<file path="src/rtl/stopwatch_pkg.sv">
`default_nettype none
// ============================================================================
// Module      : stopwatch_pkg
// Description : Shared state encodings, widths and lap record type for the
//               stopwatch control and datapath blocks.
// Revision    : 1.0 - initial release
// ============================================================================
package stopwatch_pkg;

    localparam int MIN_W = 8;
    localparam int SEC_W = 6;

    typedef logic [1:0] state_t;

    localparam state_t ST_IDLE  = 2'b00;
    localparam state_t ST_RUN   = 2'b01;
    localparam state_t ST_PAUSE = 2'b10;

    typedef struct packed {
        logic [MIN_W-1:0] minutes;
        logic [SEC_W-1:0] seconds;
    } lap_t;

endpackage
`default_nettype wire

</file>
<file path="src/rtl/lap_fifo.sv">
`default_nettype none
// ============================================================================
// Module      : lap_fifo
// Description : Show-ahead FIFO of lap records with flush, occupancy count
//               and a sticky overflow flag for pushes dropped while full.
// Revision    : 1.0 - initial release
// ============================================================================
module lap_fifo
    import stopwatch_pkg::*;
#(
    parameter int DEPTH = 4
) (
    input  logic                       clk,
    input  logic                       rst,
    input  logic                       i_flush,
    input  logic                       i_push,
    input  lap_t                       i_data,
    input  logic                       i_ready,
    output logic                       o_valid,
    output lap_t                       o_data,
    output logic [$clog2(DEPTH):0]     o_count,
    output logic                       o_overflow
);

    localparam int c_AW = $clog2(DEPTH);
    localparam int c_CW = c_AW + 1;

    lap_t            r_mem [DEPTH];
    logic [c_AW-1:0] r_wr_ptr;
    logic [c_AW-1:0] r_rd_ptr;
    logic [c_CW-1:0] r_count;
    logic            r_overflow;

    logic w_empty;
    logic w_full;
    logic w_pop;
    logic w_push_ok;

    assign w_empty   = (r_count == '0);
    assign w_full    = (r_count == c_CW'(DEPTH));
    assign w_pop     = !w_empty && i_ready;
    // A pop in the same cycle frees the slot the push needs.
    assign w_push_ok = i_push && (!w_full || w_pop);

    always_ff @(posedge clk) begin
        if (w_push_ok && !i_flush && !rst) begin
            r_mem[r_wr_ptr] <= i_data;
        end
    end

    always_ff @(posedge clk) begin
        if (rst || i_flush) begin
            r_wr_ptr   <= '0;
            r_rd_ptr   <= '0;
            r_count    <= '0;
            r_overflow <= 1'b0;
        end else begin
            if (w_push_ok) begin
                r_wr_ptr <= r_wr_ptr + 1'b1;
            end
            if (w_pop) begin
                r_rd_ptr <= r_rd_ptr + 1'b1;
            end
            case ({w_push_ok, w_pop})
                2'b10:   r_count <= r_count + 1'b1;
                2'b01:   r_count <= r_count - 1'b1;
                default: r_count <= r_count;
            endcase
            if (i_push && !w_push_ok) begin
                r_overflow <= 1'b1;
            end
        end
    end

    assign o_valid    = !w_empty;
    assign o_data     = w_empty ? lap_t'('0) : r_mem[r_rd_ptr];
    assign o_count    = r_count;
    assign o_overflow = r_overflow;

endmodule
`default_nettype wire

</file>
<file path="src/rtl/stopwatch_sequencer.sv">
`default_nettype none
// ============================================================================
// Module      : stopwatch_sequencer
// Description : Run/pause FSM, count-tick prescaler and lap capture FIFO
//               driving the stopwatch minutes:seconds counter datapath.
// Revision    : 1.0 - initial release
// ============================================================================
module stopwatch_sequencer
    import stopwatch_pkg::*;
#(
    parameter int TICK_DIV  = 1,
    parameter int LAP_DEPTH = 4
) (
    input  logic                         clk,
    input  logic                         rst,
    input  logic                         start,
    input  logic                         stop,
    input  logic                         reset,
    input  logic                         lap,
    input  logic [MIN_W-1:0]             cur_minutes,
    input  logic [SEC_W-1:0]             cur_seconds,
    output logic                         tick_en,
    output logic                         clear_cnt,
    output logic [1:0]                   status,
    output logic                         lap_valid,
    input  logic                         lap_ready,
    output logic [MIN_W-1:0]             lap_minutes,
    output logic [SEC_W-1:0]             lap_seconds,
    output logic [$clog2(LAP_DEPTH):0]   lap_count,
    output logic                         lap_overflow
);

    localparam int c_PW = (TICK_DIV > 1) ? $clog2(TICK_DIV) : 1;
    localparam logic [c_PW-1:0] c_PRESC_MAX = c_PW'(TICK_DIV - 1);

    state_t          r_state;
    state_t          w_state_next;
    logic [c_PW-1:0] r_presc;
    logic            r_clear_cnt;
    logic            w_push;
    lap_t            w_lap_in;
    lap_t            w_lap_head;

    // State register
    always_ff @(posedge clk) begin
        if (rst) begin
            r_state <= ST_IDLE;
        end else begin
            r_state <= w_state_next;
        end
    end

    // Next-state logic; stop outranks start, which only matters in RUN
    always_comb begin
        w_state_next = r_state;
        if (reset) begin
            w_state_next = ST_IDLE;
        end else begin
            case (r_state)
                ST_IDLE:  if (start) w_state_next = ST_RUN;
                ST_RUN:   if (stop)  w_state_next = ST_PAUSE;
                ST_PAUSE: if (start) w_state_next = ST_RUN;
                default:  w_state_next = ST_IDLE;
            endcase
        end
    end

    // Prescaler holds in PAUSE so a partial tick survives pause/resume.
    always_ff @(posedge clk) begin
        if (rst || reset) begin
            r_presc <= '0;
        end else begin
            case (r_state)
                ST_RUN:   r_presc <= (r_presc == c_PRESC_MAX) ? '0 : r_presc + 1'b1;
                ST_PAUSE: r_presc <= r_presc;
                default:  r_presc <= '0;
            endcase
        end
    end

    always_ff @(posedge clk) begin
        if (rst) begin
            r_clear_cnt <= 1'b0;
        end else begin
            r_clear_cnt <= reset;
        end
    end

    // Output logic
    always_comb begin
        status    = r_state;
        tick_en   = (r_state == ST_RUN) && (r_presc == c_PRESC_MAX);
        clear_cnt = r_clear_cnt;
    end

    assign w_push   = lap && !reset && ((r_state == ST_RUN) || (r_state == ST_PAUSE));
    assign w_lap_in = '{minutes: cur_minutes, seconds: cur_seconds};

    lap_fifo #(
        .DEPTH (LAP_DEPTH)
    ) u_lap_fifo (
        .clk        (clk),
        .rst        (rst),
        .i_flush    (reset),
        .i_push     (w_push),
        .i_data     (w_lap_in),
        .i_ready    (lap_ready),
        .o_valid    (lap_valid),
        .o_data     (w_lap_head),
        .o_count    (lap_count),
        .o_overflow (lap_overflow)
    );

    assign lap_minutes = w_lap_head.minutes;
    assign lap_seconds = w_lap_head.seconds;

endmodule
`default_nettype wire

</file>
<file path="config.mk">
export PLATFORM = sky130hd
export DESIGN_NAME = stopwatch_sequencer
export DESIGN_NICKNAME = d
export VERILOG_FILES = /design/src/rtl/stopwatch_pkg.sv /design/src/rtl/lap_fifo.sv /design/src/rtl/stopwatch_sequencer.sv
export SDC_FILE = /design/constraint.sdc
export NUM_CORES = 1
export LEC_CHECK = 0
export ABC_AREA = 1
export BUFFER_PORTS_ARGS = -buffer_cell sky130_fd_sc_hd__buf_2
export CAP_MARGIN = 10
export CORE_ASPECT_RATIO = 1.25
export CORE_MARGIN = 2
export CORE_UTILIZATION = 30
export CTS_CLUSTER_SIZE = 25
export DETAILED_ROUTE_END_ITERATION = 7
export GPL_TIMING_DRIVEN = 0
export HOLD_SLACK_MARGIN = 0.15
export PLACE_DENSITY = 0.6
export SYNTH_ARGS = -nofsm -noshare
export SYNTH_HDL_FRONTEND = slang
export SYNTH_SLANG_ARGS = --single-unit
</file>
<file path="constraint.sdc">
create_clock -name clk -period 1.9 [get_ports clk]
set_input_delay 0.38 -clock clk [delete_from_list [all_inputs] [get_ports clk]]
set_output_delay 0.38 -clock clk [all_outputs]
set_load 0.02 [all_outputs]
</file>
**Word level (Yosys, flattened, before mapping)**

Memory sizes are Yosys's and may differ from the RTL's. A register that Yosys moved wholly into a read port is not among the register bits.
Cells that the tools add are included.

- Multiplexer cells: 11
- Bitwise gates (word level): 1
- Add/sub/neg operators: 5
- Reductions and logical operators: 22
- Equality and inequality tests: 7

Operators with widths:

| kind | number |
|---|---|
| $mux 14 | 1 |
| $logic_and 1x1->1 | 8 |
| $mux 2 | 4 |
| $pmux 3 s2 | 1 |
| $logic_not 1->1 | 5 |
| $add 2x1->2 const B | 2 |
| $eq 2x1->1 const B | 2 |
| $eq 2x2->1 const B | 2 |
| $pmux 2 s2 | 1 |
| $reduce_or 2->1 | 2 |
| $add 3x1->3 const B | 1 |
| $eq 3x3->1 const B | 1 |
| $logic_not 3->1 | 1 |
| $logic_or 1x1->1 | 3 |
| $mux 1 | 3 |
| $sub 3x1->3 const B | 1 |
| $logic_not 2->1 | 1 |
| $ne 2x1->1 const B | 1 |
| $ne 2x2->1 const B | 1 |
| $pmux 1 s2 | 1 |
| $reduce_and 2->1 | 1 |
| $reduce_bool 2->1 | 1 |
| $add 1x1->1 const B | 1 |
| $not 1->1 | 1 |

- Word-level logic and storage cells: 54
- Register bits after elaboration: 12
- Memories: 1
- Output and inout bits: 23
- Memory bits (writable): 56
- Bits of input ports: 21

Memories:

| memory | words | bits a word | rd ports | clocked after Yosys merged registers in | write ports | RTL line | RTL |
|---|---|---|---|---|---|---|---|
| u_lap_fifo.r_mem | 4 | 14 | 1 | 1 | 1 | lap_fifo.sv:28 | `lap_t r_mem [DEPTH];` |

**Logic depth before layout (Yosys ltp)**

Gate-level depths: netlist of run 1.

- Depth in word-level cells: 9
- Depth in mapped cells: 12
- Mapped depth without buffers: 12

**Hierarchy**

A second synthesis of run 1 with hierarchy kept.

- Cell total of the unflattened synthesis: 265
- Area, all modules: 2,946.6 sq um

By module, submodules not included:

| module | cells each | instances | area each (sq um) | seq. area each (sq um) |
|---|---|---|---|---|
| lap_fifo | 236 | 1 | 2,721.4 | 1,881.8 |
| stopwatch_sequencer | 29 | 1 | 225.2 | 60.1 |

**Worst setup path after synthesis of run 1**

Ideal clock, no wire load.

- Path kind: flip-flop to flip-flop
- Start point: register r_state[0] (netlist: status[0])
- End point: memory u_lap_fifo.r_mem[0][0] (netlist bit) (enable)
- Library setup time: 0.373 ns
- Buffers on the path: 0
- Setup slack: -0.327 ns
- Required time: 1.527 ns
- Clock period less this slack: 2.227 ns
- Arrival time: 1.854 ns
- Stages on the path, launching flop included: 8
- Path through: dfxtp_1 > inv_1 > ha_1 > nand2_1 > nor2_4 > nand2_4 > or2_4 > nor2_2

- Cells in the longest elaborated chain, start to end: 8
- Elaborated cells between the ends (all ways): 9
- Classes of those cells: eq/ne: 2; mux: 2; reduce/logical: 5

RTL lines:

| item | RTL line | RTL |
|---|---|---|
| from (decl) | stopwatch_sequencer.sv:36 | `state_t r_state;` |
| from (signal assigned) | stopwatch_sequencer.sv:49 | `r_state <= w_state_next;` |
| $eq 2x1->1 or $eq 2x2->1 (tied branches) | stopwatch_sequencer.sv:96 | `assign w_push = lap && !reset && ((r_state == ST_RUN) \|\| (r_state == ST_PAUSE));` |
| $logic_or 1x1->1 * | stopwatch_sequencer.sv:96 |  |
| $logic_and 1x1->1 * | stopwatch_sequencer.sv:96 |  |
| $logic_and 1x1->1 * | lap_fifo.sv:43 | `assign w_push_ok = i_push && (!w_full \|\| w_pop);` |
| $logic_and 1x1->1 * (2 in series) | lap_fifo.sv:46 | `if (w_push_ok && !i_flush && !rst) begin` |
| $mux 1 * | lap_fifo.sv:46 |  |
| $mux 1 (not written as such) * | lap_fifo.sv:47 | `r_mem[r_wr_ptr] <= i_data;` |
| to (decl) | lap_fifo.sv:28 |  |

Every way passes the cells marked *; elsewhere a longest branch is shown, timed or not.

==> flow_summary.ini, run 1 <==
[critical_path]
worstPathMaxFanout = 7
crit_chain = buf_12 > clkbuf_16 > nor2_4 > nor2_1 > o21ai_1 > a21oi_1 > buf_4
cp-end-kind = primary output
arrival_ns = 1.51
critical_path.slowest_cell = dfxtp_4
cp-start-kind = flop
required_ns = 1.52
crit_type = reg2out
max_stage_delay_ns = 0.37

[global_routing]
grt_pass1_wl_mm = 9.84
grt_max_degree = 15
overflow = 0
grt_pass1_vias = 2004
grt_usage = 0.125
antenna_found_initial = 0

[finish]
final_cell_area_um2 = 4100
synthToLayoutAreaGrowth_pct = 39.6
regArea_um2 = 1960
drive_gt1_frac = 0.413
finalNetCount = 354
antenna_cells = 0
nFillCells = 861
multi_input_area_um2 = 1050
fin_util = 0.429

[yosys]
syn_area_um2 = 2930
synthTopCellsByArea = edfxtp_1, dfxtp_1, nor2_1
ys.warnings.count = 0
ys_types = 28
ys_seq_area_frac = 0.662
synth-seq-cells = 69
yosysTopAreaCellShare = 0.573
synth_top_cell_by_area = edfxtp_1
synthCells = 256
synth_nets = 286
synth.avg_cell_area_um2 = 11.5

[cts]
cts_hold_buffers = 0
cts.htree.levels = 3
clock_path_buffers = 2
clk_latency_ns = 0.32
cts.sinks = 69
root_buffer = clkbuf_16
clkSlewWorstSetupHoldPaths_ns = 0.05
cts_tree = built
cts_buffers = 9

[sta]
setup_viol = 0
fmax_mhz = 528
fin_setup_tns_ns = 0
period_share = 0.996
finalWorstSetupSlack_ns = 0.00746
tightest_slew_ns = 0.306
hold_ws_ns = 0.262
finalCriticalPeriod_ns = 1.89
max_slew_margin = 0.796
final_hold_viol_count = 0
rsz0062_at_grt = true
drv_slew = 0
finClkSkew_ns = 0.00525

[placement]
dpl.hpwl_mm = 4.14
portBuffers = 43
pre_cts_slack_ns = -0.235
placed_area_um2 = 3360
gp_congestion = 0.733

[outcome]
status = finished, final reports clean

[die]
dieHeight_um = 115
die_x_um = 92.5
initial_core_util = 0.307
rows = 40
core_region_area_um2 = 9560
design.die.area_um2 = 10600
io_pins = 44

[detailed_routing]
viasPerCell = 4.51
ant_nets = 0
drt-initial-drc-count = 119
drc = 0
drt_pass1_iterations = 4
wl_mm = 6.45
wl_per_cell_um = 14.2
vias = 2052

[worst_hold_path]
worstHoldPathType = in2reg

[flow_run]
max_cap_violations = 0

[power]
leakage_uw = 0.00157
irDropWorstVdd_v = 0.000705
powerDensity_nw_per_um2 = 874
where the power goes:
part           internal [µW]  switching, µW
clock network           1130            570
registers               1640           9.57
logic                   89.6            134
final cells by class:
class | instances | share of cell area
inverters | 19 | 0.0192
flip-flops and latches | 69 | 0.478
plain buffers | 8 | 0.0247
clock inverters | 6 | 0.0189
clock buffers | 10 | 0.0559
multi-input cells | 160 | 0.256
repair buffers | 57 | 0.109
well taps | 126 | 0.0385
layer usage:
metal | vias up | wire length, µm | track usage | share of wire
met5 | - | 0 | 0 | 0
met4 | 0 | 130 | 0.0687 | 0.020
met3 | 9 | 305 | 0.0296 | 0.047
met2 | 42 | 3440 | 0.221 | 0.53
met1 | 968 | 2580 | 0.137 | 0.40
li1 | 1033 | - | - | -
Yosys cell counts:
master / instances
nand4_2: 1
buf_6: 2
o21ai_0: 9
o22ai_1: 1
nor2_2: 6
nor2_1: 66
edfxtp_1: 56
a21boi_1: 1
nor2_4: 2
inv_2: 6
clkbuf_1: 2
o21ai_1: 22
fa_1: 1
a31oi_1: 1
nand3_1: 4
dfxtp_1: 13
nand4_1: 1
ha_1: 8
xor2_1: 1
or2_4: 1
a211oi_1: 2
nand2_1: 6
nand2_4: 5
buf_4: 1
a21oi_1: 21
buf_2: 3
nand3_2: 1
inv_1: 13
repair_timing:
item / 4_1_cts / 5_1_grt
resized for setup: 19 / 62
pin swaps: 6 / 31
gates cloned: 0 / 2
setup endpoints to repair: 70 / 28
endpoints found under the hold margin: 0 / 0
setup buffers: 11 / 1
stage by stage:
stage | power (µW) | instances
after CTS | 3580 | 452
after global placement | 1870 | 425
after detailed placement | 1880 | 425
after global routing | 3690 | 455
final | 3580 | 455
after floorplan | 1800 | 256
kinds of logic after synthesis:
family,count (synthesis),share of synthesized area
xor+xnor,1,0.00299
buf+inv,27,0.0422
simple gates,93,0.151
compound gates,57,0.101
fa+ha+maj,9,0.0409
flops,69,0.662
cell usage in the layout (no fill, tap or decap), types with 4 or more instances in the layout:
master	count
nand2_1	5
nor2_1	46
clkbuf_16	11
buf_12	5
o21ai_1	26
inv_1	11
buf_2	30
nand2_4	6
a21oi_1	16
edfxtp_1	56
dfxtp_1	9
a21oi_2	5
ha_1	7
inv_2	5
dfxtp_4	4
buf_4	21
nor2_2	10
nor2_4	18
nand3_1	4
worst paths after layout:
kind / start / to / slack [ns] / cells past startpoint
worst max-delay path: flop / lap_seconds[4] / 0.007 / 7
worst min-delay path: rst / clear_cnt / 0.26 / 2
worst max register to register: status[0] / u_lap_fifo.r_mem[3][11] / 0.08 / 8
worst min register to register: u_lap_fifo.o_overflow / u_lap_fifo.o_overflow / 0.48 / 2
worst max-delay path, delay by kind of cell, from the launching register on:
family          cells  cell delay [ns]
compound gates      2             0.23
buf+inv             3             0.46
flops               1             0.37
simple gates        2             0.13
flip-flops by register name, indices dropped and copies added, names as in the netlist, named ones only:
signal and flops:
clear_cnt 1, u_lap_fifo.r_wr_ptr 2, u_lap_fifo.r_mem 56, u_lap_fifo.o_overflow 1, u_lap_fifo.o_count 3, u_lap_fifo.r_rd_ptr 2, status 2
Note: power is estimated with default switching activity, not from simulation.
==> inputs of run 2 (changes only) <==
Settings changed: CORE_UTILIZATION 30 to 46, CTS_BUF_LIST from default to sky130_fd_sc_hd__clkbuf_4 sky130_fd_sc_hd__clkbuf_8, PLACE_DENSITY 0.6 to 0.8, SLEW_MARGIN from default to 20.
==> run 2 against run 1 <==
  * The flow now finishes with violations (setup timing)
  * Non-clock buffer count fell by 1
  * Core utilization increased by 19 points
  * Flip-flop and latch count did not move
  * Hold slack got worse by 0.0047 ns
==> flow_summary.ini, run 2 (synthesized netlist as in run 1, its figures left out) <==
[detailed_routing]
vias = 2073
wl_mm = 6.27
drc = 0
viasPerCell = 5.02
drt-initial-drc-count = 163
drt_pass1_iterations = 4
ant_nets = 0
wl_per_cell_um = 15.2

[cts]
clock_path_buffers = 2
clkSlewWorstSetupHoldPaths_ns = 0.07
cts.htree.levels = 3
cts.sinks = 69
root_buffer = clkbuf_8
cts_buffers = 9
cts_hold_buffers = 0
cts_tree = built
clk_latency_ns = 0.34

[finish]
layout_commonest_cell = edfxtp_1
drive_gt1_frac = 0.375
top_register = u_lap_fifo.r_mem
synthToLayoutAreaGrowth_pct = 30.1
antenna_cells = 0
fin_util = 0.619
largest_reg_flops = 56
nFillCells = 487
final_cell_mix = edfxtp_1, nor2_1, buf_2
finalNetCount = 353

[sta]
drv_slew = 0
finalCriticalPeriod_ns = 1.97
rsz0062_at_grt = true
finalWorstSetupSlack_ns = -0.0730
tightest_slew_ns = 0.310
setup_viol = 4
finClkSkew_ns = 0.00883
period_share = 1.04
fmax_mhz = 507
final_hold_viol_count = 0
max_slew_margin = 0.793

[critical_path]
arrival_ns = 1.59
worstPathMaxFanout = 7
rrSetupSlack_ns = 0.08
worstSetupEndpoint = lap_minutes[0]
cp-start-kind = flop
cp-end-kind = primary output
crit_type = reg2out
required_ns = 1.52
r2r-end = u_lap_fifo.r_mem[1][5]
r2r-start = status[1]
r2r_cells = 8

[global_routing]
grt_pass1_vias = 2009
grt_pass1_wl_mm = 9.07
grt_usage = 0.177
grt_max_degree = 15
overflow = 0
antenna_found_initial = 0

[power]
clkPwrFrac = 0.373
p_total_uw = 2980
leakage_uw = 0.00149
p_switching_uw = 648
swShare = 0.217
seqPwrFrac = 0.554
power_frac_comb = 0.073
powerDensity_nw_per_um2 = 780
irDropWorstVdd_v = 0.000469
p_int_uw = 2330

[die]
dieHeight_um = 93.3
io_pins = 44
core_region_area_um2 = 6170
design.die.area_um2 = 7040
initial_core_util = 0.476
rows = 32
die_x_um = 75.4

[outcome]
status = complete, but fails checks
violations = setup timing

[placement]
portBuffers = 43
dpl.hpwl_mm = 3.80
gp_congestion = 0.723

[worst_hold_path]
worstHoldPathType = in2reg

[flow_run]
max_cap_violations = 0
run 2: cell count changes in the layout (fill, tap and decap cells not counted), moves of 2 or more:
| cell | delta |
|---|---|
| clkbuf_4 | +2 |
| o21ai_1 | +3 |
| a21oi_1 | +4 |
| clkbuf_8 | +8 |
| nor2_2 | +2 |
| nor2_1 | +6 |
| a21oi_2 | -4 |
| o21ai_2 | -2 |
| clkbuf_16 | -9 |
| nor2_4 | -8 |
run 2: cell type report:
class / count / area, µm² / area share
plain buffers: 8 / 90.1 / 0.0236
well taps: 85 / 106 / 0.0279
flip-flops and latches: 69 / 1950 / 0.512
multi-input cells: 160 / 970 / 0.254
inverters: 19 / 76.3 / 0.0200
repair buffers: 56 / 437 / 0.114
clock inverters: 6 / 53.8 / 0.0141
clock buffers: 10 / 131 / 0.0344
run 2: power by group through the flow:
stage	sequential, µW	clock, µW	combinational, µW
detailed placement	1680	0	193
global placement	1680	0	186
CTS	1650	1120	203
finish	1650	1110	217
floorplan	1690	0	109
global route	1650	1200	237
run 2: worst min path at each step:
stage	slack, ns	cells after the start	to	start
final	0.26	2	clear_cnt	rst
after global routing	0.25	1	u_lap_fifo.r_mem[0][1]	cur_seconds[1]
after CTS	0.25	1	u_lap_fifo.r_mem[3][3]	cur_seconds[3]
after detailed placement	0.48	2	u_lap_fifo.o_overflow	u_lap_fifo.o_overflow
after global placement	0.46	2	u_lap_fifo.o_overflow	u_lap_fifo.o_overflow
after floorplan	0.45	1	clear_cnt	rst
run 2: timing repair:
action                     in CTS  in global routing
buffers inserted               11                  0
pin swaps                       7                 19
resized for setup              15                 42
hold endpoints to repair        0                  0
gates cloned                    0                  2
setup endpoints to repair      70                 32
run 2: critical path, stage by stage, from the launching register on:
cell and delay [ns]:
dfxtp_2 0.36, buf_8 0.15, buf_8 0.13, nor2_2 0.04
nor2_1 0.10, o21ai_1 0.10, a21oi_1 0.20, buf_4 0.18
run 2: metrics by stage:
step                      hold slack, ns  instance area, µm²  setup TNS [ns]  setup WS, ns  std cells
final                              0.257                3820          -0.105       -0.0730        413
after floorplan                    0.452                2990          -0.427       -0.0252        256
after CTS                          0.246                3670         -0.0147       -0.0105        411
after detailed placement           0.475                3310          -11.13        -0.221        384
after global placement             0.465                3310           -9.50        -0.176        384
after global routing               0.252                3820           -1.07       -0.0985        413
run 2: layer usage:
metal,part of all wire,vias up,global-route usage
met5,0,-,0
met1,0.37,979,0.193
li1,-,1017,-
met3,0.060,10,0.0496
met2,0.55,67,0.311
met4,0.014,0,0.0804
